### config.mk
export PLATFORM = sky130hd
export DESIGN_NAME = hop1_lane_monitor
export DESIGN_NICKNAME = d
export VERILOG_FILES = /design/src/rtl/hop1_lane_monitor.sv
export SDC_FILE = /design/constraint.sdc
export NUM_CORES = 1
export LEC_CHECK = 0
export ABC_CLOCK_PERIOD_IN_PS = 8400
export BUFFER_PORTS_ARGS = -buffer_cell sky130_fd_sc_hd__buf_2
export CORE_MARGIN = 2
export CORE_UTILIZATION = 50
export CTS_BUF_LIST = sky130_fd_sc_hd__clkbuf_8
export CTS_CLUSTER_SIZE = 10
export DETAILED_ROUTE_END_ITERATION = 7
export GPL_ROUTABILITY_DRIVEN = 0
export HOLD_SLACK_MARGIN = 0.15
export PLACE_DENSITY = 0.72
export SLEW_MARGIN = 15
export SYNTH_ARGS = -nofsm -noshare
export SYNTH_HDL_FRONTEND = slang
export SYNTH_SLANG_ARGS = --single-unit
### constraint.sdc
create_clock -name clock0 -period 8.4 [get_ports clock0]
set_clock_uncertainty 0.2 [all_clocks]
set_input_delay 0.42 -clock clock0 [delete_from_list [all_inputs] [get_ports clock0]]
set_output_delay 0.42 -clock clock0 [all_outputs]
set_load 0.01 [all_outputs]
### src/rtl/hop1_lane_monitor.sv
// Four-lane first-rise / edge-count capture monitor for the hop stage outputs.
// Optional one-cycle completion pulse on irq when HOP1_MON_IRQ_EN is defined.
//
// state | meaning
// IDLE  | after reset, waiting for arm
// WAIT  | capture window open, counting rises
// DONE  | results frozen, arm restarts capture
module hop1_lane_monitor #(
  parameter int CNT_W   = 8,
  parameter int ARR_W   = 5,
  parameter int TIMEOUT = 20
) (
  input  logic               clock0,
  input  logic               rst1,
  input  logic               arm,
  input  logic [3:0]         lane_in,
  output logic               busy,
  output logic               done,
  output logic               timed_out,
  output logic [3:0]         lane_seen,
  output logic [4*ARR_W-1:0] arrive,
  output logic [4*CNT_W-1:0] edge_cnt,
  output logic [ARR_W-1:0]   skew
`ifdef HOP1_MON_IRQ_EN
  ,
  output logic               irq
`endif
);

  localparam logic [1:0] ST_IDLE = 2'd0;
  localparam logic [1:0] ST_WAIT = 2'd1;
  localparam logic [1:0] ST_DONE = 2'd2;

  logic [1:0]         state_q, state_d;
  logic [3:0]         lane_prev_q, lane_prev_d;
  logic [ARR_W-1:0]   wcnt_q, wcnt_d;
  logic [3:0]         lane_seen_q, lane_seen_d;
  logic [4*ARR_W-1:0] arrive_q, arrive_d;
  logic [4*CNT_W-1:0] edge_cnt_q, edge_cnt_d;
  logic [ARR_W-1:0]   skew_q, skew_d;
  logic               timed_out_q, timed_out_d;
`ifdef HOP1_MON_IRQ_EN
  logic               irq_q, irq_d;
`endif

  logic [3:0]       rise;
  logic [3:0]       seen_next;
  logic             complete;
  logic [ARR_W-1:0] a_max, a_min, a_cur;

  assign rise = lane_in & ~lane_prev_q;

  always_comb begin
    state_d     = state_q;
    lane_prev_d = lane_in;
    wcnt_d      = wcnt_q;
    lane_seen_d = lane_seen_q;
    arrive_d    = arrive_q;
    edge_cnt_d  = edge_cnt_q;
    skew_d      = skew_q;
    timed_out_d = timed_out_q;
    seen_next   = lane_seen_q | rise;
    complete    = 1'b0;
`ifdef HOP1_MON_IRQ_EN
    irq_d       = 1'b0;
`endif

    case (state_q)
      ST_IDLE, ST_DONE: begin
        if (arm) begin
          state_d     = ST_WAIT;
          wcnt_d      = '0;
          lane_seen_d = '0;
          arrive_d    = '0;
          edge_cnt_d  = '0;
          skew_d      = '0;
          timed_out_d = 1'b0;
        end
      end
      ST_WAIT: begin
        for (int i = 0; i < 4; i++) begin
          if (rise[i]) begin
            if (edge_cnt_q[i*CNT_W +: CNT_W] != {CNT_W{1'b1}})
              edge_cnt_d[i*CNT_W +: CNT_W] = edge_cnt_q[i*CNT_W +: CNT_W] + CNT_W'(1);
            if (!lane_seen_q[i])
              arrive_d[i*ARR_W +: ARR_W] = wcnt_q;
          end
        end
        lane_seen_d = seen_next;
        if (seen_next == 4'hF) begin
          state_d     = ST_DONE;
          timed_out_d = 1'b0;
          complete    = 1'b1;
`ifdef HOP1_MON_IRQ_EN
          irq_d       = 1'b1;
`endif
        end else if (wcnt_q == ARR_W'(TIMEOUT)) begin
          state_d     = ST_DONE;
          timed_out_d = 1'b1;
          skew_d      = '0;
`ifdef HOP1_MON_IRQ_EN
          irq_d       = 1'b1;
`endif
        end else begin
          wcnt_d = wcnt_q + ARR_W'(1);
        end
      end
      default: state_d = ST_IDLE;
    endcase

    // Skew uses the arrival set including rises landing in the completing cycle.
    a_max = '0;
    a_min = '1;
    a_cur = '0;
    for (int i = 0; i < 4; i++) begin
      a_cur = arrive_d[i*ARR_W +: ARR_W];
      if (a_cur > a_max) a_max = a_cur;
      if (a_cur < a_min) a_min = a_cur;
    end
    if (complete) skew_d = a_max - a_min;
  end

  always_ff @(posedge clock0 or posedge rst1) begin
    if (rst1) begin
      state_q     <= ST_IDLE;
      lane_prev_q <= '0;
      wcnt_q      <= '0;
      lane_seen_q <= '0;
      arrive_q    <= '0;
      edge_cnt_q  <= '0;
      skew_q      <= '0;
      timed_out_q <= 1'b0;
`ifdef HOP1_MON_IRQ_EN
      irq_q       <= 1'b0;
`endif
    end else begin
      state_q     <= state_d;
      lane_prev_q <= lane_prev_d;
      wcnt_q      <= wcnt_d;
      lane_seen_q <= lane_seen_d;
      arrive_q    <= arrive_d;
      edge_cnt_q  <= edge_cnt_d;
      skew_q      <= skew_d;
      timed_out_q <= timed_out_d;
`ifdef HOP1_MON_IRQ_EN
      irq_q       <= irq_d;
`endif
    end
  end

  assign busy      = (state_q == ST_WAIT);
  assign done      = (state_q == ST_DONE);
  assign timed_out = timed_out_q;
  assign lane_seen = lane_seen_q;
  assign arrive    = arrive_q;
  assign edge_cnt  = edge_cnt_q;
  assign skew      = skew_q;
`ifdef HOP1_MON_IRQ_EN
  assign irq       = irq_q;
`endif

endmodule

# --- After elaboration in Yosys (flattened, before gate mapping) ---
# Index checks and enable logic that the tools add are counted.
word_totals:
  regBits: 73
  output_inout_bits: 64
  word_cells: 112
op_classes:
  addsub: 6
  n_lt_le_gt_ge: 8
  n_eq_ne: 23
  mux: 48
  bitwise: 3
  n_reduce_logical: 13
op_table:
  columns: ["cell", "n"]
  rows:
  - ["5-bit 2-to-1 mux", 22]
  - ["8-bit 2-to-1 mux", 8]
  - ["32-bit case mux with 2 select lines", 1]
  - ["20-bit case mux with 2 select lines", 1]
  - ["8-bit by 1-bit adder with 8-bit output, second input constant", 4]
  - ["32-bit 2-to-1 mux", 1]
  - ["8-bit != test, second input constant", 4]
  - ["4-bit AND reduction", 6]
  - ["20-bit 2-to-1 mux", 1]
  - ["5-bit case mux with 2 select lines", 2]
  - ["2-bit by 1-bit != test with 1-bit output, second input constant", 8]
  - ["5-bit > comparator", 3]
  - ["5-bit less-than comparator", 3]
  - ["4-bit case mux with 2 select lines", 1]
  - ["2-bit 2-to-1 mux", 3]
  - ["2-bit != test, second input constant", 3]
  - ["3-bit by 1-bit != test with 1-bit output, second input constant", 2]
  - ["3-bit != test, second input constant", 2]
  - ["5-bit by 1-bit adder with 5-bit output, second input constant", 1]
  - ["5-bit equality test, second input constant", 1]
  - ["5-bit by 1-bit > comparator with 1-bit output, second input constant", 1]
  - ["5-bit less-than comparator, second input constant", 1]
  - ["1-bit 2-to-1 mux", 5]
  - ["5-bit subtractor", 1]
  - ["15 further kinds", 16]

# --- Depth between registers and ports, before layout ---
logic_depth:
  ltp_word: 14
  depth_mapped: 38
  mapped_depth_nobuf: 35

# --- Worst setup path before layout ---
# OpenSTA, ideal clock, no wires.
synth_timing:
  path_type: "register to register"
  from: "reg state_q[0]"
  to: "reg skew_q[4] (netlist: skew[4])"
  setup_ns: 0.121
  arrival_ns: 7.280
  t_required_ns: 8.079
  slack_ns: 0.799
  stages_incl_launch_ff: 36
  path_buffers: 4
  synth_period_minus_slack_ns: 7.601
  path_cell_list: "dfrtp_1 -> buf_2 -> nand2b_1 -> buf_2 -> clkbuf_1 -> nand2_1 -> o21ai_0 -> ha_1 -> a21oi_1 -> o21ai_0 -> a21oi_2 -> mux2i_1 -> ha_1 -> a211oi_1 -> a211o_1 -> or4b_1 -> o211ai_4 -> mux2_2 -> ha_1 -> a21oi_1 -> o21ai_0 -> a211oi_1 -> nand4_1 -> and2_1 -> buf_4 -> o21ai_0 -> ha_1 -> inv_1 -> fa_1 -> a21o_1 -> a21oi_1 -> a2111oi_0 -> a31oi_1 -> nand4_1 -> xnor2_1 -> a22o_1"
synth_via:
  word_cells_on_any_way: 30
  cone_classes: "add/sub (1); order compare (8); eq/ne (5); mux (12); reduce/logical (4)"
synth_lines:
  columns: ["item", "line_no", "source"]
  rows:
  - ["start, declared", "34", "logic [1:0] state_q, state_d;"]
  - ["start signal, assigned", "137", "state_q <= state_d;"]
  - ["2-bit equality test or 2-bit logical NOT (tied branches)", "68", "case (state_q)"]
  - ["2-bit OR reduction", "68", null]
  - ["20-bit case mux with 2 select lines *", "68", null]
  - ["net arrive_d[7]", "38", "logic [4*ARR_W-1:0] arrive_q, arrive_d;"]
  - ["5-bit > comparator or 5-bit less-than comparator (tied branches)", "117, 118", null]
  - ["5-bit 2-to-1 mux, on equally long branches", "117, 118", null]
  - ["5-bit > comparator or 5-bit less-than comparator (tied branches)", "117, 118", null]
  - ["5-bit 2-to-1 mux, on equally long branches", "117, 118", null]
  - ["5-bit > comparator or 5-bit less-than comparator (tied branches)", "117, 118", null]
  - ["5-bit 2-to-1 mux, on equally long branches", "117, 118", null]
  - ["5-bit subtractor *", "120", "if (complete) skew_d = a_max - a_min;"]
  - ["5-bit 2-to-1 mux *", "120", null]
  - ["end signal, assigned", "143", "skew_q <= skew_d;"]
  - ["end, declared", "40", "logic [ARR_W-1:0] skew_q, skew_d;"]
# The timed path passes the listed nets; every way through them passes the cells marked *.
# A chain may end at the register's enable or synchronous reset.

# --- Final worst setup path ---
layout_timing:
  from: "in lane_in[1]"
  to: "reg skew_q[4] (netlist: skew[4])"
layout_via:
  elab_chain_cells: 11
  word_cells_on_any_way: 26
  cone_classes: "add/sub (1); order compare (6); eq/ne (4); mux (11); bitwise (2); reduce/logical (2)"
layout_rtl:
  columns: ["item", "line_no", "source"]
  rows:
  - ["start, declared", "16", "input logic [3:0] lane_in,"]
  - ["4-bit bitwise AND *", "51", "assign rise = lane_in & ~lane_prev_q;"]
  - ["5-bit 2-to-1 mux *", "82", "if (rise[i]) begin"]
  - ["20-bit case mux with 2 select lines *", "68", null]
  - ["net arrive_d[8]", "38", null]
  - ["5-bit > comparator or 5-bit less-than comparator (tied branches)", "117, 118", null]
  - ["5-bit 2-to-1 mux, on equally long branches", "117, 118", null]
  - ["5-bit > comparator or 5-bit less-than comparator (tied branches)", "117, 118", null]
  - ["5-bit 2-to-1 mux, on equally long branches", "117, 118", null]
  - ["5-bit > comparator or 5-bit less-than comparator (tied branches)", "117, 118", null]
  - ["5-bit 2-to-1 mux, on equally long branches", "117, 118", null]
  - ["5-bit subtractor *", "120", null]
  - ["5-bit 2-to-1 mux *", "120", null]
# Marks and branches as above.

==> metrics.md <==
| Metric | Value |
|---|---|
| Run status | `finished clean` |
| WP data arrival | `8.02 ns` |
| Fmax | `125 MHz` |
| Synth area leaders | `dfrtp_1, ha_1, nand2_1, o21ai_0, xor2_1` |
| Final hold viol count | `0` |
| Num rows | `35` |
| Top post-synthesis cells by count | `dfrtp_1, nand2_1, nor2_1, o21ai_0, ha_1` |
| Final min period | `7.97 ns` |
| Most used cell, CP | `ha_1` |
| Ys async rst share | `1.00` |
| Yosys reg bits | `73` |
| Vias in the first global route | `3983` |
| MaxCap Viol Count | `0` |
| Top delay family on crit path | `compound AO/OA/AOI/OAI gates` |
| Die area | `10100 sq um` |
| Crit. path cell count | `37` |
| CTS tree | `yes` |
| Slew HR | `0.398` |
| Total wire length | `11700 um` |
| Die H | `100 um` |
| ANT nets after route | `0` |
| Synth unique cells | `59` |
| Sequential fraction of the synthesis area | `0.393` |
| DRC Markers | `0` |
| Via Count | `4027` |
| Initial Util | `0.508` |
| Core area | `9150 sq um` |
| Critical Path RT | `8.44 ns` |
| Drt wl/cell | `16.5 um` |
| # clock sinks | `73` |
| Setup TNS | `0 ns` |
| Worst setup SP type | `input port` |
| Syn Nets | `552` |
| H-Tree Depth | `3` |
| I/O Pins | `71` |
| Clock transition at the registers of the reported paths | `0.09 ns` |
| Main synth FF type | `dfrtp_1` |
| Grt total ovfl | `0` |
| Vias per cell | `5.70` |
| WS Path Type | `input port to flop` |
| Crit share post-route | `0.949` |
| Crit path capture type | `flop` |
| Synth top area share | `0.393` |
| Synth Warn # | `0` |
| Mapped Cells | `507` |
| GR Util All Layers | `0.239` |
| Worst-skew pair later-pin latency | `0.36 ns` |
| Root Driver | `clkbuf_8` |
| Reg2Reg Depth | `34` |
| CP max FO | `7` |
| Most frequent cell after synthesis | `dfrtp_1` |
| Antenna cells | `0` |
| Fillers | `797` |
| Num CTS Buffers | `9` |
| Nets | `636` |
| DP Wirelength | `8570 um` |
| Proportion of layout cells with a drive suffix above 1 | `0.223` |
| Area growth, synth to finish | `16.9%` |
| Largest net degree at the start of global routing | `74` |
| Clk buf depth | `2` |
| Pre-antenna DRT Iters | `4` |
| Port bufs | `70` |
| DR iter-0 viols | `185` |
| Area leader, netlist | `dfrtp_1` |
| First-pass GRT wire length | `19200 um` |
| CP max stage cell | `or4b_1` |
| Least-Margin Pin Slew | `0.903 ns` |
| Number of flops mapped to enable cells by yosys | `0` |
| Count of final setup violators | `0` |
| Initial antenna violation count | `0` |
| Die width | `100 um` |
| Post-Syn Area per Cell | `9.17 sq um` |
| CP Buf/Inv Count | `5` |
| Crit path largest cell delay | `0.65 ns` |
| RSZ-0062 raised after global routing | `no` |
| Post-synthesis cell area | `4650 sq um` |
| Final Max Tran Viols | `0` |
| Min-delay worst type | `input port to async pin` |
==> layout make-up <==
class | count | area [sq um] | area share
clock inverter | 7 | 48.8 | 0.00897
tap | 111 | 139 | 0.0255
multi-input combinational | 388 | 2690 | 0.495
sequential | 73 | 1830 | 0.336
inverter | 32 | 120 | 0.0221
clock buffer | 9 | 124 | 0.0228
timing repair buffer | 87 | 490 | 0.0902
==> repair_timing <==
item,in CTS,in global routing
resized for setup,0,12
hold buffers,5,0
setup endpoints to repair,0,1
setup buffers,0,1
hold endpoints to repair,5,0
==> through the flow <==
step | cell area (sq um) | setup slack (ns) | util | cells | hold slack (ns)
global route | 5440 | 0.0127 | 0.594 | 707 | 0.210
CTS | 5390 | 0.0306 | 0.589 | 706 | 0.174
finish | 5440 | 0.426 | 0.594 | 707 | 0.127
detailed placement | 5160 | 0.118 | 0.564 | 685 | 0.278
global placement | 5160 | 0.424 | 0.564 | 685 | 0.267
floorplan | 4650 | 0.799 | - | 507 | 0.251
==> routing by layer <==
metal	wire length (um)	GRT usage	up-vias	part of all wire
li1	-	-	1965	-
met1	5190	0.309	1966	0.44
met2	5900	0.413	84	0.51
met3	457	0.0453	12	0.039
met4	114	0.0632	0	0.0098
met5	0	0	-	0
==> cell families (layout without fill, tap and decap cells) <==
family / count (synthesis) / after routing / share of synthesized area
AO/OA/AOI/OAI: 111 / 111 / 0.157
XOR/XNOR: 23 / 23 / 0.0433
adder cells (fa/ha/maj): 38 / 38 / 0.104
buffers and inverters: 46 / 135 / 0.0387
flip-flops: 73 / 73 / 0.393
multiplexers: 24 / 24 / 0.0543
AND/OR/NAND/NOR: 192 / 192 / 0.210
==> placed cells by master (no fill, tap or decap), types with 4 or more instances in the layout <==
master         synthesis  routed
dfrtp_1               73      73
buf_2                  3      70
nand2_1               69      69
nor2_1                41      41
o21ai_0               41      39
ha_1                  37      37
inv_1                 32      32
a21oi_1               26      25
xor2_1                18      18
nand3_1               15      15
mux2i_1               14      14
nand4_1               13      13
buf_4                  1      12
mux2_2                 9       9
clkbuf_8               0       9
nand2b_1               8       7
or3_1                  7       7
nor3_1                 7       6
o21a_1                 6       6
nor2b_1                6       5
xnor2_1                5       5
dlygate4sd3_1          0       5
a21o_1                 4       4
and3_1                 4       4
a211o_1                4       4
==> worst min-delay path: stages <==
cell   delay, ns
buf_2       0.10
inv_2       0.03
buf_4       0.69
==> sequential cells by signal, indices dropped and copies added (netlist names) <==
name,cells
edge_cnt,32
arrive,20
skew,5
wcnt_q,5
lane_prev_q,4
lane_seen,4
state_q,2
timed_out,1
==> path summary, 6_finish.rpt <==
check                                        from                       to  slack [ns]
setup / recovery                       lane_in[1]      skew[4]$_DFFE_PP0P_        0.43
hold / removal                               rst1  edge_cnt[4]$_DFFE_PP0P_        0.13
setup reg to reg           state_q[1]$_DFFE_PP0P_      skew[4]$_DFFE_PP0P_        0.51
hold reg to reg               skew[2]$_DFFE_PP0P_      skew[2]$_DFFE_PP0P_        0.29
max in group asynchronous                    rst1     arrive[18]$_DFF_PP0_        7.28
min in group clock0           skew[2]$_DFFE_PP0P_      skew[2]$_DFFE_PP0P_        0.29
Power is not shown: default switching activity piles up to over one toggle a cycle in this logic, so the estimate is an artifact.
